`src/rtl/decrypt_pkg.sv`:
```
// Shared definitions for the decrypt-side frame path.
// Frame geometry, field bounds and the loader state encoding.
package decrypt_pkg;

    localparam int SYM_W   = 6;
    localparam int NUM_SYM = 13;
    localparam int FRAME_W = SYM_W * NUM_SYM;

    localparam int Y_MSB   = 77;
    localparam int Y_LSB   = 17;
    localparam int KEY_MSB = 16;
    localparam int KEY_LSB = 6;
    localparam int CHK_MSB = 5;
    localparam int CHK_LSB = 0;

    typedef enum logic [1:0] {
        IDLE = 2'd0,
        LOAD = 2'd1,
        HOLD = 2'd2
    } state_t;

endpackage

```
`src/rtl/frame_checksum.sv`:
```
// XOR-fold of every symbol above the checksum field.
// ok is high when the fold equals the low checksum symbol.
module frame_checksum #(
    parameter int SYM_W   = 6,
    parameter int NUM_SYM = 13
) (
    input  logic [SYM_W*NUM_SYM-1:0] frame,
    output logic                     ok
);

    logic [SYM_W-1:0] acc;

    always_comb begin
        acc = '0;
        for (int i = 1; i < NUM_SYM; i++) begin
            acc = acc ^ frame[i*SYM_W +: SYM_W];
        end
        ok = (acc == frame[SYM_W-1:0]);
    end

endmodule

```
`src/rtl/decrypt_frame_loader.sv`:
```
// Assembles 6-bit symbols into a checked 78-bit frame for decrypt_function_3.
// Bad or aborted frames are dropped and counted in a saturating counter.
module decrypt_frame_loader #(
    parameter int SYM_W     = decrypt_pkg::SYM_W,
    parameter int NUM_SYM   = decrypt_pkg::NUM_SYM,
    parameter int ERR_CNT_W = 8,
    localparam int FRAME_W  = SYM_W * NUM_SYM
) (
    input  logic                 Clk,
    input  logic                 Reset,
    input  logic                 in_valid,
    output logic                 in_ready,
    input  logic                 in_sof,
    input  logic [SYM_W-1:0]     in_sym,
    output logic                 out_valid,
    input  logic                 out_ready,
    output logic [FRAME_W-1:0]   data_1,
    output logic                 frame_err,
    output logic [ERR_CNT_W-1:0] err_count
);

    import decrypt_pkg::*;

    localparam int CNT_W  = $clog2(NUM_SYM + 1);
    localparam int HIST_W = FRAME_W - SYM_W;

    state_t              state;
    state_t              next_state;
    logic [CNT_W-1:0]    cnt;
    logic [HIST_W-1:0]   shreg;
    logic [FRAME_W-1:0]  frame;
    logic                chk_ok;
    logic                accept;
    logic                restart;
    logic                shift;
    logic                load;
    logic                drop;

    // Earlier symbols sit in shreg; the last beat completes the frame in flight.
    assign frame     = {shreg, in_sym};
    assign in_ready  = !Reset && (state != HOLD);
    assign accept    = in_valid && in_ready;
    assign out_valid = (state == HOLD);

    frame_checksum #(
        .SYM_W  (SYM_W),
        .NUM_SYM(NUM_SYM)
    ) u_chk (
        .frame(frame),
        .ok   (chk_ok)
    );

    always_ff @(posedge Clk) begin
        if (Reset) state <= IDLE;
        else       state <= next_state;
    end

    always_comb begin
        next_state = state;
        restart    = 1'b0;
        shift      = 1'b0;
        load       = 1'b0;
        drop       = 1'b0;
        unique case (state)
            IDLE: begin
                if (accept && in_sof) begin
                    restart    = 1'b1;
                    next_state = LOAD;
                end
            end
            LOAD: begin
                if (accept) begin
                    if (in_sof) begin
                        restart = 1'b1;
                        drop    = 1'b1;
                    end else if (cnt == CNT_W'(NUM_SYM - 1)) begin
                        if (chk_ok) begin
                            load       = 1'b1;
                            next_state = HOLD;
                        end else begin
                            drop       = 1'b1;
                            next_state = IDLE;
                        end
                    end else begin
                        shift = 1'b1;
                    end
                end
            end
            HOLD: begin
                if (out_ready) next_state = IDLE;
            end
            default: next_state = IDLE;
        endcase
    end

    always_ff @(posedge Clk) begin
        if (Reset) begin
            cnt       <= '0;
            shreg     <= '0;
            data_1    <= '0;
            frame_err <= 1'b0;
            err_count <= '0;
        end else begin
            frame_err <= drop;
            if (drop && (err_count != {ERR_CNT_W{1'b1}})) begin
                err_count <= err_count + 1'b1;
            end
            if (restart) begin
                shreg <= HIST_W'(in_sym);
                cnt   <= CNT_W'(1);
            end else if (shift) begin
                shreg <= {shreg[HIST_W-SYM_W-1:0], in_sym};
                cnt   <= cnt + 1'b1;
            end else if (load || drop) begin
                cnt <= '0;
            end
            if (load) data_1 <= frame;
        end
    end

endmodule

```
`config.mk`:
```
export PLATFORM = sky130hd
export DESIGN_NAME = decrypt_frame_loader
export DESIGN_NICKNAME = d
export VERILOG_FILES = /design/src/rtl/decrypt_pkg.sv /design/src/rtl/frame_checksum.sv /design/src/rtl/decrypt_frame_loader.sv
export SDC_FILE = /design/constraint.sdc
export NUM_CORES = 1
export LEC_CHECK = 0
export ABC_AREA = 1
export CORE_ASPECT_RATIO = 1.25
export CORE_MARGIN = 1.5
export CORE_UTILIZATION = 40
export CTS_CLUSTER_DIAMETER = 60
export CTS_CLUSTER_SIZE = 25
export DETAILED_ROUTE_END_ITERATION = 10
export PLACE_DENSITY_LB_ADDON = 0.12
export SLEW_MARGIN = 20
export SYNTH_ARGS = -nofsm -noshare
export SYNTH_HDL_FRONTEND = slang
export SYNTH_SLANG_ARGS = --single-unit
```
`constraint.sdc`:
```
create_clock -name Clk -period 5.15 [get_ports Clk]
set_clock_uncertainty 0.1 [all_clocks]
set_input_delay 1.03 -clock Clk [delete_from_list [all_inputs] [get_ports Clk]]
set_output_delay 1.03 -clock Clk [all_outputs]
set_load 0.01 [all_outputs]
```
==> run_results.csv, run 1 <==
group,metric,value,unit
run,maxCapViolations,0,
setup_path,crit_type,"primary input to output pin",
synthesis,synth_seq_area_share,0.451,
global_route,grt_pass1_wl,28.2,mm
setup_path,start_kind,"primary input",
cells_and_area,layout-drive-gt1-share,0.0495,
global_route,grt_max_degree,153,
floorplanning,core,0.0180,mm²
route,via_per_inst,4.75,
synthesis,yosysWarnings,0,
synthesis,yosys.area.top_type_share,0.451,
setup_path,cpPeakStageDelay,610,ps
cts,clock-sinks,165,
route,antenna_left,0,
synthesis,syn_area_per_cell,7.32,µm²
setup_path,critPathMaxFanout,10,
placement,dp_hpwl,11.7,mm
floorplanning,die_w,124,µm
synthesis,synth-seq-cells,165,
sta,tightest_slew,940,ps
floorplanning,die_area,0.0191,mm²
global_route,grt_use_total,0.189,
sta,fin_crit_sh,0.690,
sta,maxSlewViolCount,0,
cts,post_cts_buffers,0,
cells_and_area,final_util,0.497,
route,routedWlPerCell,13.2,µm
global_route,grt_pass1_vias,5599,
outcome,outcome,"complete, no violations",
placement,dp_cells,1286,
synthesis,synth_top_area_cell,"dfxtp_1",
setup_path,worst_setup_path_end_kind,"output pin",
route,drc_errors,0,
synthesis,synth_fp_nets,1015,
sta,fin_setup_tns,0,ps
sta,fmax,281,MHz
sta,rsz0062_at_grt,"false",
cts,clk_pin_slew,60,ps
setup_path,crit_top_cell,"clkdlybuf4s50_1",
sta,layout_min_cycle_time,3560,ps
synthesis,synth_cell_type_count,28,
synthesis,synthFlopType,"dfxtp_1",
floorplanning,start_util,0.406,
synthesis,syn-cell-area,0.00733,mm²
global_route,overflow,0,
cts,cts_resized,0,
cells_and_area,final_nets,1091,
floorplanning,die_h,154,µm
setup_path,cp_cell_sequence,"clkdlybuf4s50_1 > nor2_1 > clkdlybuf4s50_1",
cells_and_area,antenna_cells,0,
synthesis,synth_edf_count,0,
synthesis,synthTopCellsByArea,"dfxtp_1 45%, nand2_1 12%, inv_1 7.8%, a21oi_1 7.4%, a211oi_1 4.3%",
route,via_count,6254,
cts,htree_levels,4,
route,drt_wl_total,17.4,mm
setup_path,crit_slowest_cell,"clkdlybuf4s50_1",
cells_and_area,syn_to_final_growth,22.4,%
cells_and_area,fin_area,0.00897,mm²
cts,cts_tree,"yes",
placement,gp_congestion,0.789,
setup_path,arrival,2430,ps
sta,finalHoldViolations,0,
floorplanning,placementRows,55,
placement,port-buffer-count,99,
synthesis,async_reset_ff_frac,0,
global_route,antenna_found_initial,0,
setup_path,cp_top_family,"buffers and inverters",
cts,cts.path.max_buffers,2,
synthesis,netlist_instances,1001,
setup_path,critPathBufInv,2,
worst_hold_path,hp-class,"flip-flop to flip-flop",
cells_and_area,instances_no_fill,1318,
floorplanning,pin_count,100,
cts,root_buffer,"clkbuf_16",
cts,postCtsHoldBufs,0,
placement,postPlaceCellArea,0.00838,mm²
route,dr.pass1.iters,4,
setup_path,worstPathRequired,4020,ps
cts,numCtsBuffers,17,
cts,insertion_delay,430,ps
route,drt_iter0_markers,394,
sta,final-setup-viol-count,0,
power,irDropWorstVdd,210,µV
sta,slew_headroom,0.374,
power,leakage,3.55,nW
power,p_per_area,301,mW/mm²
final timing paths:
check | startpoint | end | slack (ps) | cells after the start
setup reg to reg | shreg[45] | data_1[21] | 2590 | 13
setup / recovery | Reset | in_ready | 1590 | 3
hold / removal | data_1[15] | data_1[15] | 340 | 2
hold reg to reg | data_1[15] | data_1[15] | 340 | 2
routing by layer:
metal | routed length [µm] | vias to the layer above | GRT usage
met5 | 0 | - | 0
met4 | 253 | 0 | 0.0584
met3 | 688 | 21 | 0.0406
met2 | 8490 | 104 | 0.318
met1 | 7950 | 2782 | 0.239
li1 | - | 3347 | -
cell usage after synthesis (all sizes together) (9+ instances only):
master	count
nand2	239
dfxtp	165
inv	155
a21oi	119
o21ai	84
nor2	64
a211oi	42
buf	26
nand3	24
clkbuf	22
xnor2	21
xor2	14
nand3b	9
logic make-up after synthesis:
kind of cell | after synthesis | synth area share
simple gates | 347 | 0.193
compound gates | 246 | 0.188
buf+inv | 205 | 0.121
flops | 165 | 0.451
xor+xnor | 35 | 0.0418
fa+ha+maj | 3 | 0.00512
placed cells by master, fill, tap and decap left out, drive strengths merged, types with 5 or more instances in the layout:
| cell | n |
|---|---|
| nand2 | 239 |
| dfxtp | 165 |
| inv | 155 |
| a21oi | 119 |
| clkdlybuf4s50 | 99 |
| o21ai | 84 |
| nor2 | 64 |
| a211oi | 42 |
| nand3 | 24 |
| clkbuf | 23 |
| xnor2 | 21 |
| xor2 | 14 |
| nand3b | 9 |
| nand4 | 8 |
| buf | 6 |
| clkinv | 5 |
area by class of cell:
cell class                 count  area (µm²)
fill                        1819        9060
sequential                   165        3300
multi-input combinational    631        3160
timing repair buffer         105        1050
inverter                     157         589
clock buffer                  23         458
tap                          228         285
clock inverter                 9         128
per-stage QoR:
step	hold WS, ps	power [mW]	worst slack [ps]
6_report	342	2.70	1590
5_1_grt	359	2.80	1510
4_1_cts	346	2.73	1600
3_5_place_dp	337	1.45	1520
3_3_place_gp	334	1.45	1600
2_1_floorplan	367	1.41	2460
registers in the layout, indices dropped and copies added, names as in the netlist:
signal,cells
cnt,4
data_1,78
err_count,8
frame_err,1
shreg,72
state,2
worst min-delay path: cells and delay by family, from the launching register on:
kind	cells	cell delay [ps]
buffers and inverters	1	50
AO/OA/AOI/OAI	1	50
flip-flops	1	310
where the power goes:
part           total, mW  switching (mW)  internal, mW
registers           1.29          0.0107          1.28
clock network       1.28           0.504         0.773
logic              0.124          0.0814        0.0423
Note: power is estimated with default switching activity, not from simulation.
==> inputs of run 2 (changes only) <==
- clock period: 5.15 -> 3.17 ns (I/O delays scaled with it)
==> run_results.csv, run 2 (synthesis gave the netlist of run 1 again) <==
group,metric,value,unit
sta,fmax,392,MHz
setup_path,worstPathRequired,3380,ps
placement,dp_cells,1290,
route,drt_iter0_markers,317,
power,p_comb_frac,0.045,
global_route,antenna_found_initial,0,
cts,cts_resized,0,
power,p_switching,1.01,mW
worst_hold_path,hp-class,"flip-flop to flip-flop",
setup_path,rr_startpoint,"shreg[51]",
cells_and_area,layout-drive-gt1-share,0.0558,
global_route,use_met3,0.0324,
floorplanning,start_util,0.406,
cells_and_area,largest-register,"data_1",
power,p_int,3.52,mW
sta,fin_setup_tns,0,ps
cts,clock-sinks,165,
global_route,overflow,0,
cts,post_cts_buffers,0,
sta,slew_headroom,0.480,
global_route,grt_pass1_wl,28.3,mm
cells_and_area,layout_common_cells,"237 x nand2_1, 165 x dfxtp_1, 152 x inv_1",
power,clockPowerShare,0.491,
cts,root_buffer,"clkbuf_16",
cts,insertion_delay,430,ps
cts,htree_levels,4,
power,irDropWorstVdd,343,µV
setup_path,start_kind,"primary input",
cts,postCtsHoldBufs,0,
global_route,grt_use_total,0.189,
route,via_count,6332,
cts,cts.path.max_buffers,2,
cells_and_area,final_nets,1095,
floorplanning,pin_count,100,
power,leakage,3.62,nW
setup_path,endpoint,"data_1[32]",
global_route,grt-busiest-layer,"met2",
setup_path,reg2regPathDepth,13,
route,via_per_inst,4.79,
cts,clk_pin_slew,60,ps
run,maxCapViolations,0,
global_route,grtUsageMet2,0.310,
route,drt_wl_total,17.7,mm
placement,dp_hpwl,12.2,mm
setup_path,arrival,2760,ps
setup_path,crit_top_cell,"nand2_1",
power,pwr-share-seq,0.464,
sta,tightest_slew,781,ps
cts,cts_tree,"yes",
sta,layout_min_cycle_time,2550,ps
floorplanning,die_area,0.0191,mm²
cells_and_area,largest_reg_flops,78,
cells_and_area,nFillCells,1810,
sta,final-setup-viol-count,0,
cells_and_area,instances_no_fill,1322,
route,routedWlPerCell,13.4,µm
setup_path,critPathMaxFanout,83,
sta,finalHoldViolations,0,
route,antenna_left,0,
cells_and_area,antenna_cells,0,
cells_and_area,ff_latch_area,0.00330,mm²
sta,maxSlewViolCount,0,
outcome,outcome,"complete, no violations",
cells_and_area,reg_top3,"data_1 x78, shreg x72, err_count x8",
placement,port-buffer-count,99,
sta,rsz0062_at_grt,"false",
global_route,grt_max_degree,88,
sta,fin_crit_sh,0.804,
floorplanning,die_h,154,µm
global_route,grt_pass1_vias,5666,
setup_path,cp_cell_sequence,"clkdlybuf4s50_1 > inv_1 > nand2_1 > nand2_1 > nand2_1 > nand2_1 > nand3_1 > nand2_1 > nand2_1 > nand2_1 > nor2_2 > nand4_4 > buf_12 > o21ai_0 > a21oi_1",
setup_path,crit_slowest_cell,"clkdlybuf4s50_1",
setup_path,r2r_setup_slack,850,ps
global_route,met1_usage,0.249,
route,dr.pass1.iters,6,
cells_and_area,multi_input_area,0.00316,mm²
floorplanning,placementRows,55,
placement,gp_congestion,0.809,
floorplanning,die_w,124,µm
cts,numCtsBuffers,17,
power,p_per_area,499,mW/mm²
cells_and_area,final_common_cell,"nand2_1",
setup_path,worst_setup_path_end_kind,"flip-flop",
setup_path,crit_type,"primary input to flip-flop",
cells_and_area,syn_to_final_growth,24.0,%
floorplanning,core,0.0180,mm²
setup_path,r2r-end,"data_1[32]",
setup_path,startpoint,"in_sym[2]",
setup_path,cpPeakStageDelay,520,ps
route,drc_errors,0,
power,swShare,0.222,
run 2: per-layer routing:
layer / wire length, µm / up-vias
li1: - / 3356
met1: 8320 / 2849
met2: 8540 / 111
met3: 605 / 16
met4: 251 / 0
met5: 0 / -
run 2: worst min-delay path by stage:
stage / from / end / slack (ps) / cells past startpoint
finish: data_1[2] / data_1[2] / 340 / 2
global route: data_1[15] / data_1[15] / 360 / 2
CTS: data_1[2] / data_1[2] / 340 / 2
detailed placement: data_1[2] / data_1[2] / 340 / 2
global placement: data_1[4] / data_1[4] / 330 / 2
floorplan: shreg[70] / shreg[70] / 370 / 2
run 2: through the flow:
stage               area [µm²]  utilization  hold WS [ps]  worst slack, ps  power (mW)
floorplan                 7330            -           367              872        2.29
global placement          8450        0.469           332              205        2.35
detailed placement        8450        0.469           335              194        2.35
CTS                       9080        0.504           345              623        4.57
global route              9080        0.504           360              346        4.69
finish                    9080        0.504           342              620        4.53
run 2: critical path, delay by kind of cell:
kind | cells | cell delay, ps
buf+inv | 3 | 840
compound gates | 2 | 290
simple gates | 10 | 920
run 2: layout make-up:
class | count | area share
multi-input combinational | 631 | 0.347
timing repair buffer | 109 | 0.123
clock buffer | 21 | 0.0507
inverter | 157 | 0.0649
tap | 228 | 0.0314
sequential | 165 | 0.364
clock inverter | 11 | 0.0190
run 2: power by group through the flow:
stage / clock network [mW] / logic (mW) / registers, mW
2_1_floorplan: 0 / 0.144 / 2.14
3_3_place_gp: 0 / 0.202 / 2.15
3_5_place_dp: 0 / 0.204 / 2.15
4_1_cts: 2.26 / 0.205 / 2.10
5_1_grt: 2.36 / 0.233 / 2.10
6_report: 2.22 / 0.203 / 2.10
==> inputs of run 3 (changes only) <==
- clock period: 3.17 -> 2.41 ns (I/O delays scaled with it)
==> run_results.csv, run 3 (synthesis gave the netlist of run 1 again) <==
group,metric,value,unit
setup_path,worstPathRequired,1830,ps
floorplanning,die_h,154,µm
sta,maxSlewViolCount,0,
cells_and_area,antenna_cells,0,
floorplanning,die_area,0.0191,mm²
sta,rsz0062_at_grt,"false",
route,via_per_inst,4.76,
route,drc_errors,0,
placement,postPlaceCellArea,0.00876,mm²
cells_and_area,layout_common_cells,"237 x nand2_1, 164 x dfxtp_1, 151 x inv_1",
route,via_count,6476,
setup_path,start_kind,"primary input",
cts,postCtsHoldBufs,0,
route,antenna_left,0,
sta,finalHoldViolations,0,
setup_path,worst_setup_path_end_kind,"output pin",
global_route,grt_pass1_wl,30.1,mm
global_route,grt_pass1_vias,6068,
cells_and_area,ff_latch_area,0.00330,mm²
route,routedWlPerCell,13.6,µm
cells_and_area,final_nets,1134,
setup_path,cp_cell_sequence,"clkdlybuf4s50_1 > nor2_1 > buf_4 > clkdlybuf4s50_1",
power,leakage,3.89,nW
placement,port-buffer-count,99,
cells_and_area,final_common_cell,"nand2_1",
route,dr.pass1.iters,5,
placement,dp_hpwl,13.1,mm
floorplanning,pin_count,100,
floorplanning,start_util,0.406,
placement,gp_congestion,0.784,
cts,numCtsBuffers,17,
cells_and_area,fin_area,0.00948,mm²
setup_path,crit_slowest_cell,"clkdlybuf4s50_1",
global_route,antenna_found_initial,0,
cts,clk_pin_slew,60,ps
sta,fin_crit_sh,0.957,
cells_and_area,multi_input_area,0.00317,mm²
global_route,grt_use_total,0.201,
setup_path,arrival,1720,ps
power,irDropWorstVdd,391,µV
setup_path,critPathMaxFanout,2,
route,drt_wl_total,18.5,mm
cts,htree_levels,4,
outcome,outcome,"complete, no violations",
sta,slew_headroom,0.766,
floorplanning,die_w,124,µm
cts,root_buffer,"clkbuf_16",
route,drt_iter0_markers,241,
sta,tightest_slew,351,ps
floorplanning,core,0.0180,mm²
floorplanning,placementRows,55,
setup_path,cpPeakStageDelay,520,ps
cts,clock-sinks,165,
worst_hold_path,hp-class,"flip-flop to flip-flop",
placement,pre_cts_ws,-429,ps
cts,cts.path.max_buffers,2,
cells_and_area,largest-register,"data_1",
setup_path,crit_top_cell,"clkdlybuf4s50_1",
run,maxCapViolations,0,
cts,cts_tree,"yes",
cells_and_area,layout-drive-gt1-share,0.0936,
cts,insertion_delay,430,ps
sta,fmax,434,MHz
sta,fin_ws,103,ps
sta,layout_min_cycle_time,2310,ps
cells_and_area,syn_to_final_growth,29.4,%
cells_and_area,largest_reg_flops,78,
cells_and_area,reg_top3,"data_1 x78, shreg x72, err_count x8",
global_route,grt_max_degree,67,
setup_path,crit_type,"primary input to output pin",
cells_and_area,nFillCells,1800,
power,p_per_area,623,mW/mm²
global_route,overflow,0,
sta,final-setup-viol-count,0,
[run 3: cell count changes in the layout (fill, tap and decap cells not counted), moves of 2 or more]
cell,before,now
clkbuf_16,17,19
buf_12,4,8
clkinv_2,2,4
o21ai_0,33,30
clkdlybuf4s50_1,99,94
clkbuf_1,2,0
o21ai_1,51,54
dlymetal6s2s_1,0,5
inv_6,2,0
clkinv_4,2,4
buf_4,6,38
[run 3: power breakdown]
group          internal [mW]  switching [mW]  total [mW]  leakage, nW
Sequential              2.74          0.0214        2.76         1.33
Combinational          0.118           0.185       0.303         2.25
Clock                   1.71            1.13        2.84        0.306
[run 3: cell type report]
class,instances,area share
clock buffer,20,0.0492
clock inverter,12,0.0161
inverter,157,0.0622
multi-input combinational,631,0.335
sequential,165,0.349
tap,228,0.0301
timing repair buffer,148,0.159
[run 3: worst paths after layout]
kind / cells after the start / slack, ps / end / startpoint
min reg2reg: 2 / 340 / data_1[10] / data_1[10]
max: 4 / 100 / in_ready / Reset
min: 2 / 340 / data_1[10] / data_1[10]
max reg2reg: 14 / 160 / data_1[58] / shreg[51]
[run 3: layer usage]
layer | part of all wire | GRT usage | vias to the layer above
met1 | 0.46 | 0.256 | 2920
met4 | 0.014 | 0.0628 | 0
li1 | - | - | 3431
met3 | 0.029 | 0.0398 | 19
met2 | 0.49 | 0.339 | 106
met5 | 0 | 0 | -
[run 3: repair_timing]
action                                  CTS  global route
endpoints found under the setup margin    0            82
setup buffers                             0             2
gates resized for setup                   0            15
hold endpoints to repair                  0             0
[run 3: metrics by stage]
stage	setup TNS (ps)	util	instances	power, mW	hold slack, ps
finish	0	0.526	1361	5.91	344
global route	0	0.526	1361	6.14	357
CTS	0	0.520	1357	5.97	348
detailed placement	-28450	0.486	1325	3.13	338
global placement	-25690	0.486	1325	3.12	333
floorplan	0	-	1001	3.01	367
[run 3: worst max-delay path: cells and delay by family]
kind          cells  cell delay [ps]
simple gates      1              150
buf+inv           3             1090
